### src/rtl/mem_port_arbiter.sv
// mem_port_arbiter: shares one off-core memory port between NUM_CH cache
// refill/writeback requesters. A winner is picked in IDLE and its request is
// latched at grant. The transaction is issued and held until mem_ack. A
// one-cycle ch_ack then goes back to the winner.
// Optional build macro: MEM_ARB_FIXED_PRIO_EN. When it is defined, the lowest
// requesting index always wins and there is no round-robin pointer. When it is
// undefined (the default), arbitration is round-robin.
module mem_port_arbiter #(
  parameter int NUM_CH = 3,
  parameter int ADDR_W = 32,
  parameter int DATA_W = 128,
  localparam int IDX_W = $clog2(NUM_CH)
) (
  input  logic                       clk,
  input  logic                       reset,
  input  logic [NUM_CH-1:0]          ch_req,
  input  logic [NUM_CH-1:0]          ch_rw,
  input  logic [NUM_CH*ADDR_W-1:0]   ch_addr,
  input  logic [NUM_CH*DATA_W-1:0]   ch_wdata,
  output logic [NUM_CH-1:0]          ch_ack,
  output logic [DATA_W-1:0]          ch_rdata,
  output logic [IDX_W-1:0]           grant_idx,
  output logic                       busy,
  output logic                       mem_enable,
  output logic                       mem_rw,
  input  logic                       mem_ack,
  output logic [ADDR_W-1:0]          mem_addr,
  output logic [DATA_W-1:0]          mem_data_in,
  input  logic [DATA_W-1:0]          mem_data_out
);

  typedef enum logic [1:0] {
    ST_IDLE  = 2'd0,
    ST_ISSUE = 2'd1,
    ST_RESP  = 2'd2
  } state_e;

  state_e              state_q, state_d;
  logic [IDX_W-1:0]    grant_q, grant_d;
  logic [ADDR_W-1:0]   addr_q, addr_d;
  logic [DATA_W-1:0]   wdata_q, wdata_d;
  logic                rw_q, rw_d;
  logic [NUM_CH-1:0]   ack_q, ack_d;
  logic [DATA_W-1:0]   rdata_q, rdata_d;

  logic [IDX_W-1:0]    win_idx;
  logic                win_valid;

  // Per-channel views of the packed request buses.
  logic [ADDR_W-1:0]   addr_arr  [NUM_CH];
  logic [DATA_W-1:0]   wdata_arr [NUM_CH];

  for (genvar gi = 0; gi < NUM_CH; gi++) begin : g_unpack
    assign addr_arr[gi]  = ch_addr[gi*ADDR_W +: ADDR_W];
    assign wdata_arr[gi] = ch_wdata[gi*DATA_W +: DATA_W];
  end

`ifdef MEM_ARB_FIXED_PRIO_EN
  // Fixed priority: scan from the top down so the lowest requesting index wins.
  always_comb begin
    win_idx   = '0;
    win_valid = 1'b0;
    for (int i = NUM_CH - 1; i >= 0; i--) begin
      if (ch_req[IDX_W'(i)]) begin
        win_idx   = IDX_W'(i);
        win_valid = 1'b1;
      end
    end
  end
`else
  logic [IDX_W-1:0]    last_q, last_d;
  logic [IDX_W-1:0]    cand_idx;

  // Round-robin: scan offsets from farthest to nearest so the channel closest
  // after last_grant (modulo NUM_CH) overwrites the others and wins.
  always_comb begin
    win_idx   = '0;
    win_valid = 1'b0;
    cand_idx  = '0;
    for (int off = NUM_CH; off >= 1; off--) begin
      cand_idx = IDX_W'((int'(last_q) + off) % NUM_CH);
      if (ch_req[cand_idx]) begin
        win_idx   = cand_idx;
        win_valid = 1'b1;
      end
    end
  end

  // The pointer follows every grant made in IDLE.
  always_comb begin
    last_d = last_q;
    if (state_q == ST_IDLE && win_valid) begin
      last_d = win_idx;
    end
  end

  // Pointer register. It resets to the top index so channel 0 is searched first.
  always_ff @(posedge clk) begin
    if (!reset) begin
      last_q <= IDX_W'(NUM_CH - 1);
    end else begin
      last_q <= last_d;
    end
  end
`endif

  // Next-state logic: latch the request at grant and capture the response on mem_ack.
  always_comb begin
    state_d = state_q;
    grant_d = grant_q;
    addr_d  = addr_q;
    wdata_d = wdata_q;
    rw_d    = rw_q;
    ack_d   = '0;
    rdata_d = rdata_q;
    case (state_q)
      ST_IDLE: begin
        if (win_valid) begin
          grant_d = win_idx;
          addr_d  = addr_arr[win_idx];
          wdata_d = wdata_arr[win_idx];
          rw_d    = ch_rw[win_idx];
          state_d = ST_ISSUE;
        end
      end
      ST_ISSUE: begin
        // Requester inputs are ignored here. Only mem_ack ends the transaction.
        if (mem_ack) begin
          rdata_d        = mem_data_out;
          ack_d[grant_q] = 1'b1;
          state_d        = ST_RESP;
        end
      end
      ST_RESP: begin
        // Requests are not sampled here. This gives the acked channel one
        // cycle to drop its req before the next arbitration.
        state_d = ST_IDLE;
      end
      default: begin
        state_d = ST_IDLE;
      end
    endcase
  end

  // State and datapath registers. Reset abandons any in-flight transaction.
  always_ff @(posedge clk) begin
    if (!reset) begin
      state_q <= ST_IDLE;
      grant_q <= '0;
      addr_q  <= '0;
      wdata_q <= '0;
      rw_q    <= 1'b0;
      ack_q   <= '0;
      rdata_q <= '0;
    end else begin
      state_q <= state_d;
      grant_q <= grant_d;
      addr_q  <= addr_d;
      wdata_q <= wdata_d;
      rw_q    <= rw_d;
      ack_q   <= ack_d;
      rdata_q <= rdata_d;
    end
  end

  assign mem_enable  = (state_q == ST_ISSUE);
  assign busy        = (state_q != ST_IDLE);
  assign mem_rw      = rw_q;
  assign mem_addr    = addr_q;
  assign mem_data_in = wdata_q;
  assign ch_ack      = ack_q;
  assign ch_rdata    = rdata_q;
  assign grant_idx   = grant_q;

endmodule

### config.mk
export PLATFORM = sky130hd
export DESIGN_NAME = mem_port_arbiter
export DESIGN_NICKNAME = d
export VERILOG_FILES = /design/src/rtl/mem_port_arbiter.sv
export SDC_FILE = /design/constraint.sdc
export NUM_CORES = 1
export LEC_CHECK = 0
export BUFFER_PORTS_ARGS = -buffer_cell sky130_fd_sc_hd__buf_4
export CORE_AREA = 5 5 356 358
export DETAILED_ROUTE_END_ITERATION = 16
export DIE_AREA = 0 0 361 363
export SLEW_MARGIN = 20
export SYNTH_ARGS = -nofsm -noshare
export SYNTH_HDL_FRONTEND = slang
export SYNTH_SLANG_ARGS = --single-unit
### constraint.sdc
create_clock -name clk -period 6 [get_ports clk]
set_input_delay 1.5 -clock clk [delete_from_list [all_inputs] [get_ports clk]]
set_output_delay 1.5 -clock clk [all_outputs]
set_load 0.03 [all_outputs]
Word-level counts from Yosys, hierarchy flattened --
Cells that the tools add are included. W data, S select, Z words.
Word-level totals: bits in registers 298, output and inout port bits 296
Operators by class: add/subtract/negate cells 3, divide/modulo/power cells 3, magnitude comparators 7, equality and inequality tests 3, muxes and demuxes 25, bitwise gates (word level) 1, reductions and logical operators 8
Operator list (count):
- $bmux W128 S2 | 1
- $mux W128 | 2
- $mod A32 B3 Y32 const B | 3
- $bmux W32 S2 | 1
- $mux W32 | 2
- $lt A2 B3 Y1 const B | 5
- $mux W2 | 5
- $bmux W1 S2 | 4
- $mux W1 | 8
- $add A2 B2 Y3 const B | 2
- $reduce_and A2 Y1 | 3
- $pmux W2 S2 | 1
- $add A2 B1 Y3 const B | 1
- $ge A3 B3 Y1 const B | 1
- $not A2 Y3 | 1
- $reduce_and A3 Y1 | 1
- $demux W1 S2 | 1
- $eq A2 B1 Y1 const B | 1
- $ge A2 B1 Y1 const B | 1
- $logic_and A1 B1 Y1 | 2
- $logic_not A2 Y1 | 1
- $ne A2 B1 Y1 const B | 1
- $ne A2 B2 Y1 const B | 1
- $reduce_bool A2 Y1 | 1

Longest topological paths before layout --
depth after elaboration 11, depth in mapped cells 11, mapped depth without buffers 7

Least setup slack after synthesis --
Ideal clock, no wire load.
path type input to register, start input port ch_req[2], end register wdata_q[15], in the netlist mem_data_in[15], data arrival time 3.127 ns, required time 5.911 ns, setup slack 2.784 ns, stages 9, path buffers 4, cell sequence buf_4 nor2b_1 mux2_4 o31a_1 buf_4 buf_6 buf_6 mux2i_1 a311oi_2
On the way: word-level cells in the longest chain between the ends 9, elaborated cells on any way between the ends 17
Ends and longest elaborated chain:
- start, declared | RTL line 16 | input logic [NUM_CH-1:0] ch_req,
- $bmux W1 S2 | RTL line 82 | if (ch_req[cand_idx]) begin
- $mux W1 (not written as such) | RTL line 82
- $mux W2 (3 in a row) | RTL line 82
- $not A2 Y3 (not written as such) | RTL line 121 | wdata_d = wdata_arr[win_idx];
- $bmux W128 S2 | RTL line 121
- $mux W128 (not written as such) (2 in a row) | RTL line 121
- end signal, assigned | RTL line 159 | wdata_q <= wdata_d;
- end, declared | RTL line 41 | logic [DATA_W-1:0] wdata_q, wdata_d;
Several ways; a longest one is shown, not always the timed one. The select of a mux whose other input is x is not followed. A chain may end at the register's enable or synchronous reset.

Worst setup path in the final report --
start register last_q[0], end register wdata_q[76], in the netlist mem_data_in[76]
On the way: word-level cells in the longest chain between the ends 11, elaborated cells on any way between the ends 23
Ends and longest elaborated chain:
- start, declared | RTL line 71 | logic [IDX_W-1:0] last_q, last_d;
- start signal, assigned | RTL line 100 | last_q <= IDX_W'(NUM_CH - 1);
- start signal, assigned | RTL line 102 | last_q <= last_d;
- $add A2 B2 Y3 | RTL line 81 | cand_idx = IDX_W'((int'(last_q) + off) % NUM_CH);
- $mod A32 B3 Y32 | RTL line 81
- $bmux W1 S2 | RTL line 82
- $mux W1 (not written as such) | RTL line 82
- $mux W2 (3 in a row) | RTL line 82
- $not A2 Y3 (not written as such) | RTL line 121
- $bmux W128 S2 | RTL line 121
- $mux W128 (not written as such) (2 in a row) | RTL line 121
Several ways; a longest one is shown, not always the timed one. The select of a mux whose other input is x is not followed.

==> impl_metrics.env <==
export IMPL_synth_edf_count=0
export IMPL_grt_pass1_wl_mm=144.8
export IMPL_cts_buffer_depth=3
export IMPL_cts_resized=0
export IMPL_path_delay_family="buffers and inverters"
export IMPL_synth_fp_nets=2400
export IMPL_synthFlopType="dfxtp_1"
export IMPL_crit_required_ps=6410
export IMPL_synth_area_leaders="dfxtp_1 (37%), a311oi_2 (10%), mux2i_1 (10%), nand4b_1 (8.8%), nand2_1 (6.1%)"
export IMPL_synth_top_area_frac=0.3732
export IMPL_clk_latency_ps=590
export IMPL_syn_to_final_growth_pct=60.51
export IMPL_io_pins=913
export IMPL_tns_ps=0
export IMPL_final_common_cell="buf_4"
export IMPL_status="finished, final reports clean"
export IMPL_worstMarginPinSlew_ps=1076
export IMPL_grt_use_total=0.1531
export IMPL_cts_buffers=41
export IMPL_grt_max_degree=107
export IMPL_post_cts_buffers=0
export IMPL_grt_pass1_vias=18061
export IMPL_path_common_cell="buf_4"
export IMPL_fp_dieH_um=363
export IMPL_ant_nets=0
export IMPL_cts_hold_buffers=0
export IMPL_end_kind="register"
export IMPL_drive_above_1_share=0.4430
export IMPL_drtPass1Iterations=6
export IMPL_maxSlewViolCount=0
export IMPL_cp_arrival_ps=4610
export IMPL_worstHoldStart="ch_rdata[108]"
export IMPL_dp_cells=4145
export IMPL_hpwl_mm=85.11
export IMPL_setup_viol=0
export IMPL_place_area_um2=24210
export IMPL_finalNetCount=3172
export IMPL_finalCritPeriodShare=0.7000
export IMPL_finalClockSkew_ps=16.20
export IMPL_vias=18376
export IMPL_fin_util=0.2079
export IMPL_ys_async_sr_fraction=0
export IMPL_crit_fanout=56
export IMPL_slowest_delay_ps=810
export IMPL_hold_path_class="register to register"
export IMPL_cts_tree="yes"
export IMPL_coreArea_um2=123000
export IMPL_die_x_um=361
export IMPL_die_area_um2=131000
export IMPL_viasPerCell=4.346
export IMPL_synthCells=1779
export IMPL_leakage_nw=10.33
export IMPL_root_buffer="clkbuf_16"
export IMPL_r2r_slack_ps=1800
export IMPL_numPortBuffers=912
export IMPL_path_cells="inv_1 > ha_1 > o221ai_4 > and3_1 > nor2_4 > buf_4 > buf_4 > a311oi_2"
export IMPL_max_cap_viol_count=0
export IMPL_synth_area_um2=15930
export IMPL_synth_top_area_cell="dfxtp_1"
export IMPL_critPathSlowestCell="ha_1"
export IMPL_num_fill_cells=13773
export IMPL_clock_fmax_ghz=0.2381
export IMPL_timing_rr_start="last_q[0]"
export IMPL_final_cells=4228
export IMPL_worstSetupPathType="register to register"
export IMPL_place_worst_setup_slack_ps=1410
export IMPL_first_iter_violations=1396
export IMPL_crit_start="last_q[0]"
export IMPL_max_slew_margin=0.2826
export IMPL_ir_drop_mv=0.3161
export IMPL_drc=0
export IMPL_h_tree_depth=2
export IMPL_hold_viol_final=0
export IMPL_antenna_found_initial=44
export IMPL_wire_per_inst_um=25.47
export IMPL_synth_seq_area_share=0.3732
export IMPL_yosysUniqueCellTypes=45
export IMPL_fin_area_um2=25570
export IMPL_rows=129
export IMPL_fin_ws_ps=1800
export IMPL_rsz0062_at_grt="no"
export IMPL_place_congestion=0.9041
export IMPL_final_cell_mix="buf_4 (943), dfxtp_1 (297), nand2_1 (260), nand3_1 (165), o21ai_0 (162)"
export IMPL_critical_path_startpoint_type="register"
export IMPL_start_util=0.1295
export IMPL_crit_buf_inv=3
export IMPL_period_minus_slack_ps=4200
export IMPL_yosysWarnings=0
export IMPL_clkSinkCount=297
export IMPL_clkTransAtPathRegs_ps=50
export IMPL_p_per_area_nw_per_um2=530.7
export IMPL_gr_total_overflow=0
export IMPL_ys_ff_latch=297
export IMPL_wl_mm=107.7
export IMPL_synth_area_per_cell_um2=8.956
[area by class of cell]
cell class,instances,area (um^2),share of cell area
multi-input combinational,1251,8932,0.3493
antenna,11,27.53,0.001076
sequential,297,5946,0.2325
timing repair buffer,952,7251,0.2835
inverter,8,37.54,0.001468
tap,1637,2048,0.08009
clock buffer,60,1189,0.04648
clock inverter,12,143.9,0.005626
[cells in the mapped netlist (22+ instances only)]
library cell and n:
nand3_1 165, dfxtp_1 297, clkbuf_1 155, nand2_1 261
a21oi_1 131, a311oi_1 51, buf_2 30, o21ai_0 162
mux2i_1 159, buf_6 22, nand4b_1 160, a311oi_2 110
[through the flow]
| stage | hold slack, ps | total power, mW |
|---|---|---|
| 6_report | 453.6 | 13.57 |
| 2_1_floorplan | 472.4 | 8.233 |
| 3_3_place_gp | 443.0 | 11.09 |
| 4_1_cts | 455.6 | 13.71 |
| 3_5_place_dp | 447.6 | 11.16 |
| 5_1_grt | 471.3 | 14.26 |
[logic make-up (layout without fill, tap and decap cells)]
kind of cell,count (synthesis),after routing,share of synthesized area
adders and majority gates,4,4,0.003141
DFF,297,297,0.3732
AOI/OAI and AO/OA,469,469,0.2343
muxes,166,166,0.1076
and+or+nand+nor,612,612,0.2116
other,0,11,0
buffers and inverters,231,1032,0.07021
[tightest hold or removal path: stages (launching register included)]
cell and delay (ps):
dfxtp_1 300, nand2_1 50, a21oi_1 50
[registers in the layout, indices dropped and copies added, names as in the netlist]
register,count
grant_idx,1
ch_rdata,128
last_q,2
state_q,2
mem_addr,32
ch_ack,3
mem_data_in,128
mem_rw,1
[power breakdown]
part           total (mW)  switching [mW]  internal, mW  leakage [nW]
Combinational        8.23            5.51          2.73          7.24
Sequential           2.85           0.328          2.52          2.44
Clock                2.49            1.03          1.46         0.646
Total                13.6            6.86          6.71          10.3
[metal layers]
layer,vias up,wire length (um),global-route usage
li1,8243,-,-
met1,8932,44280,0.1936
met2,990,49320,0.2455
met3,187,10950,0.05659
met4,24,2977,0.04195
met5,-,167,0
[worst paths after layout]
| kind | end | depth (start not counted) |
|---|---|---|
| hold reg to reg | ch_rdata[108] | 2 |
| setup / recovery | mem_data_in[76] | 8 |
| hold / removal | ch_rdata[108] | 2 |
| setup reg to reg | mem_data_in[76] | 8 |
Note: power is estimated with default switching activity, not from simulation.
